==> config.mk <==
export PLATFORM = sky130hd
export DESIGN_NAME = rr_arbiter_4
export DESIGN_NICKNAME = d
export VERILOG_FILES = /design/src/rtl/rr_arbiter_4_pkg.sv /design/src/rtl/rr_pick_4.sv /design/src/rtl/rr_arbiter_4.sv
export SDC_FILE = /design/constraint.sdc
export NUM_CORES = 1
export LEC_CHECK = 0
export ABC_AREA = 1
export CORE_AREA = 4 4 58 49
export CTS_CLUSTER_DIAMETER = 200
export DETAILED_ROUTE_END_ITERATION = 10
export DIE_AREA = 0 0 62 53
export GPL_TIMING_DRIVEN = 0
export PLACE_DENSITY = 0.76
export SLEW_MARGIN = 0
export SYNTH_ARGS = -nofsm -noshare
export SYNTH_HDL_FRONTEND = slang
export SYNTH_SLANG_ARGS = --single-unit
export TNS_END_PERCENT = 100
==> constraint.sdc <==
create_clock -name clk -period 2.3 [get_ports clk]
set_input_delay 0.345 -clock clk [delete_from_list [all_inputs] [get_ports clk]]
set_output_delay 0.345 -clock clk [all_outputs]
set_load 0.01 [all_outputs]
==> src/rtl/rr_arbiter_4_pkg.sv <==
// rr_arbiter_4_pkg: shared state encodings and widths for the round-robin arbiter family.
package rr_arbiter_4_pkg;
    typedef enum logic {ST_IDLE = 1'b0, ST_GRANT = 1'b1} state_t;
    localparam int ARB_N = 4;
    localparam int ARB_IDX_W = 2;
    localparam int CNT_W = 8;
endpackage

==> src/rtl/rr_pick_4.sv <==
// rr_pick_4: combinational rotate-and-priority select; first set req bit at or after ptr (mod 4).
module rr_pick_4
    import rr_arbiter_4_pkg::*;
(
    input  logic [ARB_N-1:0]     req,
    input  logic [ARB_IDX_W-1:0] ptr,
    output logic [ARB_IDX_W-1:0] win,
    output logic                 any
);
    always_comb begin
        win = ptr;
        // Walk the search order backwards so the earliest set bit is written last.
        for (int k = ARB_N - 1; k >= 0; k--)
            if (req[ptr + ARB_IDX_W'(k)]) win = ptr + ARB_IDX_W'(k);
        any = |req;
    end
endmodule

==> src/rtl/rr_arbiter_4.sv <==
// rr_arbiter_4: four-way round-robin arbiter with registered one-hot grant and bounded hold time.
module rr_arbiter_4
    import rr_arbiter_4_pkg::*;
#(
    parameter int HOLD_MAX = 8
) (
    input  logic                 clk,
    input  logic                 rst_n,
    input  logic [ARB_N-1:0]     req,
    input  logic                 done,
    output logic [ARB_N-1:0]     gnt,
    output logic                 gnt_valid,
    output logic [ARB_IDX_W-1:0] gnt_idx,
    output logic                 timeout
);
    localparam logic [CNT_W-1:0] HOLD = CNT_W'(HOLD_MAX);

    state_t               state, state_n;
    logic [ARB_IDX_W-1:0] ptr, ptr_n, idx_n, win;
    logic [CNT_W-1:0]     cnt, cnt_n;
    logic [ARB_N-1:0]     gnt_n;
    logic                 any, to_n, rel, hit;

    rr_pick_4 u_pick (.req(req), .ptr(ptr), .win(win), .any(any));

    always_comb begin
        state_n = state;
        ptr_n   = ptr;
        cnt_n   = cnt;
        gnt_n   = gnt;
        idx_n   = gnt_idx;
        to_n    = 1'b0;
        rel     = done || !req[gnt_idx];
        hit     = cnt == HOLD;
        if (state == ST_IDLE) begin
            if (any) begin
                state_n = ST_GRANT;
                gnt_n   = ARB_N'(1) << win;
                idx_n   = win;
                cnt_n   = CNT_W'(1);
            end
        end else if (rel || hit) begin
            // A voluntary release takes precedence over the hold-time limit.
            state_n = ST_IDLE;
            gnt_n   = '0;
            idx_n   = '0;
            ptr_n   = gnt_idx + ARB_IDX_W'(1);
            cnt_n   = '0;
            to_n    = !rel;
        end else begin
            cnt_n = cnt + CNT_W'(1);
        end
    end

    always_ff @(posedge clk or negedge rst_n) begin
        if (!rst_n) begin
            state     <= ST_IDLE;
            ptr       <= '0;
            cnt       <= '0;
            gnt       <= '0;
            gnt_valid <= 1'b0;
            gnt_idx   <= '0;
            timeout   <= 1'b0;
        end else begin
            state     <= state_n;
            ptr       <= ptr_n;
            cnt       <= cnt_n;
            gnt       <= gnt_n;
            gnt_valid <= state_n == ST_GRANT;
            gnt_idx   <= idx_n;
            timeout   <= to_n;
        end
    end
endmodule

# Word-level counts from Yosys, hierarchy flattened
# Index checks and enable logic that the tools add are counted.
dict set report op_classes {
  add_sub_neg 5
  multipliers 0
  n_div 0
  n_lt_le_gt_ge 5
  n_eq_ne 2
  n_shift 1
  mux 28
  n_bitwise 0
  reduce_logical 8
}
# cell count
set op_table {}
lappend op_table {{2-to-1 mux 8 bit} 3}
lappend op_table {{less-than comparator 2 x 3 -> 1 bit (second input constant)} 5}
lappend op_table {{2-to-1 mux 2 bit} 7}
lappend op_table {{2-to-1 mux 4 bit} 3}
lappend op_table {{binary-select mux 1 bit (select 2 bit)} 5}
lappend op_table {{2-to-1 mux 1 bit} 10}
lappend op_table {{adder 8 x 1 -> 8 bit (second input constant)} 1}
lappend op_table {{== test 8 x 4 -> 1 bit (second input constant)} 1}
lappend op_table {{adder 2 x 1 -> 2 bit (second input constant)} 2}
lappend op_table {{adder 2 bit (second input constant)} 2}
lappend op_table {{AND reduction 2 bit} 2}
lappend op_table {{OR reduction 4 bit} 1}
lappend op_table {{left shift 1 x 2 -> 4 bit (first input constant)} 1}
lappend op_table {{logical NOT 1 bit} 2}
lappend op_table {{logical OR 1 bit} 2}
lappend op_table {{!= test 2 x 1 -> 1 bit (second input constant)} 1}
lappend op_table {{nonzero test 2 bit} 1}
dict set report word_totals {
  regBits 18
  latch_bits 0
  ram_bits 0
  mem_bits_ro 0
  input_bits 7
  out_inout_bits 8
  elab_cells 55
  n_memories 0
}

# Depth between registers and ports, before layout
dict set report depth {
  word_depth 10
  ltp_mapped 12
  mapped_depth_nobuf 12
}

# Cells and area by module
# A second synthesis with hierarchy kept.
dict set report hier_totals {
  hier_cells 173
  area_unflattened_um2 1182.4
}
# module instances cells_each area_per_inst_um2
set modules_own_cells {}
lappend modules_own_cells {rr_arbiter_4 1 123 964.7}
lappend modules_own_cells {rr_pick_4 1 50 217.7}

# Worst setup path after synthesis
# No wires, ideal clock.
dict set report synth_path {
  path_type {reg-to-reg}
  startpoint {reg cnt[0]}
  endpoint {reg gnt[2]}
  arrival_time_ns 1.155
  required_ns 2.179
  slack_ns 1.024
  stages_incl_launch_ff 8
  synth_period_minus_slack_ns 1.276
  path_cell_list {dfrtp_1 inv_1 ha_1 nand4_1 nand4_4 nand2_2 nand2_1 o21ai_1}
}
dict set report synth_via {
  elab_chain_len 4
}
# element line_no
set synth_lines {}
lappend synth_lines {{from (decl)} rr_arbiter_4.sv:20} ;# logic [CNT_W-1:0] cnt, cnt_n;
lappend synth_lines {{from (signal assigned)} rr_arbiter_4.sv:67} ;# cnt <= cnt_n;
lappend synth_lines {{== test 8 x 4 -> 1 bit} rr_arbiter_4.sv:34} ;# hit = cnt == HOLD;
lappend synth_lines {{logical OR 1 bit} rr_arbiter_4.sv:42} ;# end else if (rel || hit) begin
lappend synth_lines {{!= test 2 x 1 -> 1 bit (no source line)} --}
lappend synth_lines {{AND reduction 2 bit (no source line)} --}
lappend synth_lines {{to (signal assigned)} rr_arbiter_4.sv:68} ;# gnt <= gnt_n;
lappend synth_lines {{to (decl)} rr_arbiter_4.sv:11} ;# output logic [ARB_N-1:0] gnt,
# Every way passes these cells.
# A chain may end at the register's enable or synchronous reset.

==> metrics.md <==
| Metric | Value |
|---|---|
| P_int | `~0.75 mW` |
| Initial Utilization | `between 40% and 50%` |
| Placer Congestion | `0.837` |
| Final Cell Area | `about 0.0013 mm²` |
| PD cells | `approximately 1100 mW/mm²` |
| Leak | `roughly 0.62 nW` |
| Clock period minus worst slack | `approximately 1700 ps` |
| Seq/Total Area, Yosys | `a little over 40%` |
| Worst-Margin Slew | `roughly 800 ps` |
| Num CTS Buffers | `3` |
| Synthesized flop and latch total | `18` |
| Final worst slack | `around 580 ps` |
| Critical-path maximum fanout | `7` |
| Placed Area | `around 0.0013 mm²` |
| Post-synth net total | `~160` |
| Clock skew | `~7.7 ps` |
| Synthesized area per cell | `between 7 and 8 µm²` |
| Via/cell ratio | `between 5 and 6` |
| Avg WL per Cell | `12.0 µm` |
| Layout Nets | `approximately 180` |
| Max clock buf depth | `2` |
| Fmax | `between 0.5 and 0.6 GHz` |
| Antenna violations before repair | `0` |
| Crit path buffers/inverters | `1` |
| Non-Filler Instances | `between 150 and 200` |
| CP required | `1960 ps` |
| DR DRC count | `0` |
| Inst Count DP | `190` |
| Synth Warn # | `0` |
| Mux cell area share after synthesis | `0%` |
| Synth Area in Compound Gates | `between 9 and 10%` |
| Synth Area in XOR/XNOR | `under 10%` |
| RR Startpoint | `cnt[4]` |
| Clock sinks | `18` |
| Setup bufs post-CTS | `0` |
| Slowest CP cell | `clkdlybuf4s50_1` |
| FF/Latch Area | `~450 µm²` |
| Min Hold Slack | `~500 ps` |
| PostCTS Resize Cnt | `0` |
| Clock share of power | `a little over a tenth` |
| Cell taking the most area after synthesis | `dfrtp_1` |
| Clock-pin slew on the worst setup and hold paths | `roughly 90 ps` |
| Die area | `approximately 0.0033 mm²` |
| Setup crit start | `state` |
| Largest net degree at the start of global routing | `19` |
| Switching share of power | `a little under half` |
| Main combinational cell family by area after synthesis | `simple AND/OR/NAND/NOR gates` |
| Crit path DAT | `approximately 1400 ps` |
| Critical-path cell list | `clkdlybuf4s50_1` |
| Worst reg2reg setup slack | `750 ps` |
| Unrepaired setup endpoints after global routing | `false` |
| Synth Area in Simple Gates | `32.8%` |
| Crit end category | `output port` |
| Pre-antenna DRT Iters | `4` |
| Post-Route WL | `roughly 2.3 mm` |
| Max stage delay on crit path | `between 500 and 600 ps` |
| Antenna cells | `0` |
| # rows | `16` |
| Synth unique cells | `21` |
| Vias in the first global route | `~960` |
| First-pass GRT wire length | `about 4 mm` |
| DR iter-0 viols | `41` |
| Fill count | `roughly 210` |
| Place WS | `490 ps` |
| Main area contributors after synthesis | `dfrtp_1, nand2_1, inv_1` |
| Post-synth top area share | `just over 40%` |
| Setup Crit Path Kind | `register to output port` |
| Clk_lat worst skew | `around 290 ps` |
| # IOs | `15` |
| CP startpoint kind | `register` |
| Sequential Power Share | `34.6%` |
| Max VDD drop | `0.000618 V` |
| Setup TNS | `0 ps` |
| Multi-input logic area | `roughly 550 µm²` |
| Final setup vio count | `0` |
| Final Hold Viols | `0` |
| Slew headroom | `between 40% and 50%` |
| Period utilisation layout | `74.9%` |
| Clk root buf | `clkbuf_4` |
| Total grt overflow | `0` |
| Max-cap violations | `0` |
| Sw Pwr | `roughly 0.64 mW` |
| Layout cells sized above 1 | `roughly 7.8%` |
| Gr usage total | `roughly 16%` |
| Via count | `just over 1000` |
| Worst path top cell family by delay | `buffers and inverters` |
| Final HPWL DP | `roughly 1.8 mm` |
| Area Overhead vs Synth | `17.9%` |
| Status | `finished, final reports clean` |
| Remaining antenna violation count | `0` |
| Chip Width | `a little over 60 µm` |
| Synth Instances | `approximately 150` |
| Post-CTS Hold Buffers | `0` |
| Hold WC Path Type | `input pin to asynchronous set/reset pin` |
| CORE AREA | `around 0.0023 mm²` |
| Max Slew Vio Count | `0` |
| H-tree depth | `1` |
| Port Buffer Count | `14` |
| Mapped cell area | `around 0.0011 mm²` |
| Logic pwr share | `a little over half` |
| Synth Area in Adders | `under 10%` |
| TritonCTS clock tree | `built` |
| Die Y | `~53 µm` |
[placed cells by master (no fill, tap or decap), types with 5 or more instances in the layout]
| master | instances |
|---|---|
| o22ai_1 | 6 |
| inv_1 | 20 |
| nor2_1 | 5 |
| dfrtp_1 | 18 |
| nand2_2 | 5 |
| clkdlybuf4s50_1 | 14 |
| nand3_1 | 15 |
| nand2_1 | 48 |
| xor2_1 | 5 |
| o21ai_0 | 5 |
[flip-flops by register name (all words and copies together) (netlist names)]
register  count
cnt           8
gnt           4
gnt_idx       2
ptr           2
state         1
timeout       1
[layout make-up]
cell class                 instances  share of cell area [%]
clock buffer                       3                    1.74
sequential                        18                    34.8
buffer                             1                   0.870
multi-input combinational        106                    42.2
tap                               27                    2.61
timing repair buffer              14                    10.8
inverter                          24                    6.96
[layer usage]
| metal | GRT usage [%] | vias up | wire length, µm |
|---|---|---|---|
| met1 | 22.8 | 467 | 1120 |
| met4 | 3.53 | 0 | 10 |
| met2 | 24.5 | 30 | 1040 |
| met5 | 0 | - | 0 |
| met3 | 5.37 | 2 | 145 |
| li1 | - | 518 | - |
[synth_stat cells]
library cell,number
a21oi_1,3
o21ai_1,1
dfrtp_1,18
o21ai_2,1
inv_1,20
o211ai_1,1
nor2_1,5
xor2_1,5
nand2_2,5
o22ai_1,6
buf_6,1
inv_2,2
nor3_1,3
nand4_1,3
ha_1,2
nand3_1,15
o21ai_0,5
nand2_1,48
xnor2_1,2
nand4_4,1
clkinv_1,2
[cell families (layout without fill, tap and decap cells)]
kind of cell | count (synthesis) | count (layout)
adder cells (fa/ha/maj) | 2 | 2
flip-flops | 18 | 18
buffers and inverters | 25 | 42
AND/OR/NAND/NOR | 80 | 80
XOR/XNOR | 7 | 7
AO/OA/AOI/OAI | 17 | 17
[final timing paths]
check | end | cells past startpoint
worst min-delay path | gnt_idx[0] | 1
worst max register to register | gnt[0] | 6
worst min register to register | gnt[0] | 2
max in group asynchronous | gnt_idx[1] | 1
min in group clk | gnt[0] | 2
worst max-delay path | gnt_valid | 1
[metrics by stage]
step                power, mW  util, %
floorplan                1.02        -
finish                   1.39     55.2
CTS                      1.39     55.2
global placement         1.20     54.3
detailed placement       1.24     54.3
global route             1.53     55.2
[power groups by stage]
| stage | Sequential (mW) | Combinational [mW] | Clock (mW) |
|---|---|---|---|
| detailed placement | 0.486 | 0.751 | 0 |
| finish | 0.481 | 0.757 | 0.151 |
| CTS | 0.481 | 0.756 | 0.157 |
| global route | 0.498 | 0.860 | 0.170 |
| floorplan | 0.487 | 0.530 | 0 |
| global placement | 0.484 | 0.720 | 0 |
Power figures use the tool's default switching activity.
==> RTL edit (config.mk and constraints unchanged) <==
Change the package constant `ARB_IDX_W` from 2 to 1.
--- a/src/rtl/rr_arbiter_4_pkg.sv
+++ b/src/rtl/rr_arbiter_4_pkg.sv
@@ -2,7 +2,7 @@
 package rr_arbiter_4_pkg;
     typedef enum logic {ST_IDLE = 1'b0, ST_GRANT = 1'b1} state_t;
     localparam int ARB_N = 4;
-    localparam int ARB_IDX_W = 2;
+    localparam int ARB_IDX_W = 1;
     localparam int CNT_W = 8;
 endpackage
 
Ports: changed (resized gnt_idx); port bits go from 15 to 14. No check against the original RTL was run, so the function may have changed too.
==> RTL edit against the unedited design <==
- sequential cell count is 5 lower
- synthesized area decreased by 28%
- largest power group is now registers
- wire length is 36% lower
- sequential power decreased by 32%
- design area decreased by 25%
- critical endpoint is now gnt[1]
- total power fell by 43%
- via count is 38% lower
- synthesized cell count shrank 30%
- largest cell class unchanged
- critical path type unchanged
- setup slack got worse by 0.0050 ns
- highest routed layer unchanged
==> RTL edit: results (changes against the unedited design) <==
| Metric | Value |
|---|---|
| Outcome | finished, final reports clean |
| Total GRT Usage | 10.1% (-6.2 points) |
| Number of DRC markers in iteration 0 | 40 (-2.4%) |
| Clock Latency Late Sink | about 0.28 ns |
| Ranking of synthesized cells by area | dfrtp_1 41%, nand2_1 19%, inv_1 5.2% |
| Drt drc | 0 (unchanged) |
| Hold WS | 0.430 ns (-0.0687 ns) |
| Largest net degree at the start of global routing | 14 (-5) |
| Reg2reg start | cnt[0] |
| Post-synth top cells | 40 x nand2_1, 13 x dfrtp_1, 11 x inv_1 |
| Dpl cells | 143 (-25%) |
| Async S/R FF share, synth | 100% (unchanged) |
| Post-detail-place hpwl | 1170 um (-34%) |
| Slew @ Worst Pin | 0.597 ns (-0.197 ns) |
| Total CTS buffers | 3 (unchanged) |
| First-pass GRT wire length | 2420 um (-40%) |
| Max VDD drop | 0.529 mV (-14%) |
| Leakage power | 0.493 nW (-21%) |
| Synth warnings | 0 (unchanged) |
| RePlAce Congestion | 0.771 (-7.9%) |
| Final hold vios | 0 (unchanged) |
| Final cell count without fillers | 147 (-24%) |
| Int Power | 489 uW (-35%) |
| Minimum clock period | 1.73 ns (+0.00501 ns) |
| R2R Setup Slk | 1.02 ns (+0.27 ns) |
| Post-Route Skew | 0.00354 ns (-0.00416 ns) |
| CP startpoint | gnt[1] |
| Vias in the first global route | 552 (-42%) |
| Uppermost routed layer | met4 |
| CP max FO | 6 (-1) |
| Layout cells sized above 1 | 13.3% (+5.5 points) |
| Final wirelength | 1490 um (-36%) |
| Clock root cell | clkbuf_4 |
| Post-CTS setup buffers | 0 (unchanged) |
| Largest registers | cnt x8, gnt x2 |
| Via Count | 631 (-38%) |
| Top_reg_cell synth | dfrtp_1 |
| Synth Instances | 104 (-30%) |
| Worst min path class | primary input to asynchronous set/reset pin |
| Cts repair resizes | 0 (unchanged) |
| Worst path arrival time | 1.38 ns (about the same) |
| # nets final | 130 (-27%) |
| Met1 Wirelength | 725 um (-35%) |
| WL met3 | 42 um (-71%) |
| Routed length on met2 | 682 um (-34%) |
| Clock Path Buffers | 2 (unchanged) |
| Register area share after synthesis | 41.0% (about the same) |
| Buffers on Ports | 11 (-3) |
| Pre-Repair DR Iteration Count | 4 (unchanged) |
| Antenna fix cells | 0 (unchanged) |
| Synth unique cells | 23 (+9.5%) |
| Setup WS pre-CTS | 0.719 ns (+0.229 ns) |
RTL edit: through the flow:
stage | util (%) | cell area [um2]
after global placement | 40.2 | 941
final | 41.3 | 967
after detailed placement | 40.2 | 941
after CTS | 41.3 | 967
after global routing | 41.3 | 967
after floorplan | - | 797
RTL edit: cells by family (layout without fill, tap and decap cells):
logic type	count (synthesis)	in the layout	share of synthesized area, %
adders and majority gates	2	2	3.15
buffers and inverters	15	30	8.52
AOI/OAI and AO/OA	4	4	2.52
and+or+nand+nor	65	65	39.9
other	1	2	0.473
xor gates and xnor gates	4	4	4.42
DFF	13	13	41.0
RTL edit: critical path: stages, from the launching register on:
cell             delay, ns
dfrtp_1               0.44
buf_4                 0.14
clkdlybuf4s50_1       0.52
RTL edit: path summary, 6_finish.rpt:
kind,end,depth (start not counted)
min in group clk,ptr,2
setup reg to reg,gnt[0],9
max in group asynchronous,gnt[0],1
hold reg to reg,ptr,2
setup / recovery,gnt[1],2
hold / removal,ptr,1
RTL edit: power by group through the flow:
stage,sequential (mW),combinational (mW),clock (mW)
2_1_floorplan,0.336,0.194,0
3_3_place_gp,0.329,0.314,0
3_5_place_dp,0.331,0.321,0
4_1_cts,0.326,0.323,0.150
5_1_grt,0.332,0.361,0.162
6_report,0.325,0.318,0.147
RTL edit: area by class of cell:
class	count	area, um2
fillers	225	1380
multi-input cells	77	404
flip-flops and latches	13	325
repair buffers	11	110
inverters	12	45.0
well taps	27	33.8
clock buffers	4	26.3
plain buffers	3	22.5
RTL edit: routing by layer:
metal  global-route usage, %  up-vias
met2                    15.0        7
met5                       0        -
met4                    3.18        0
met1                    13.5      277
li1                        -      342
met3                    3.66        5
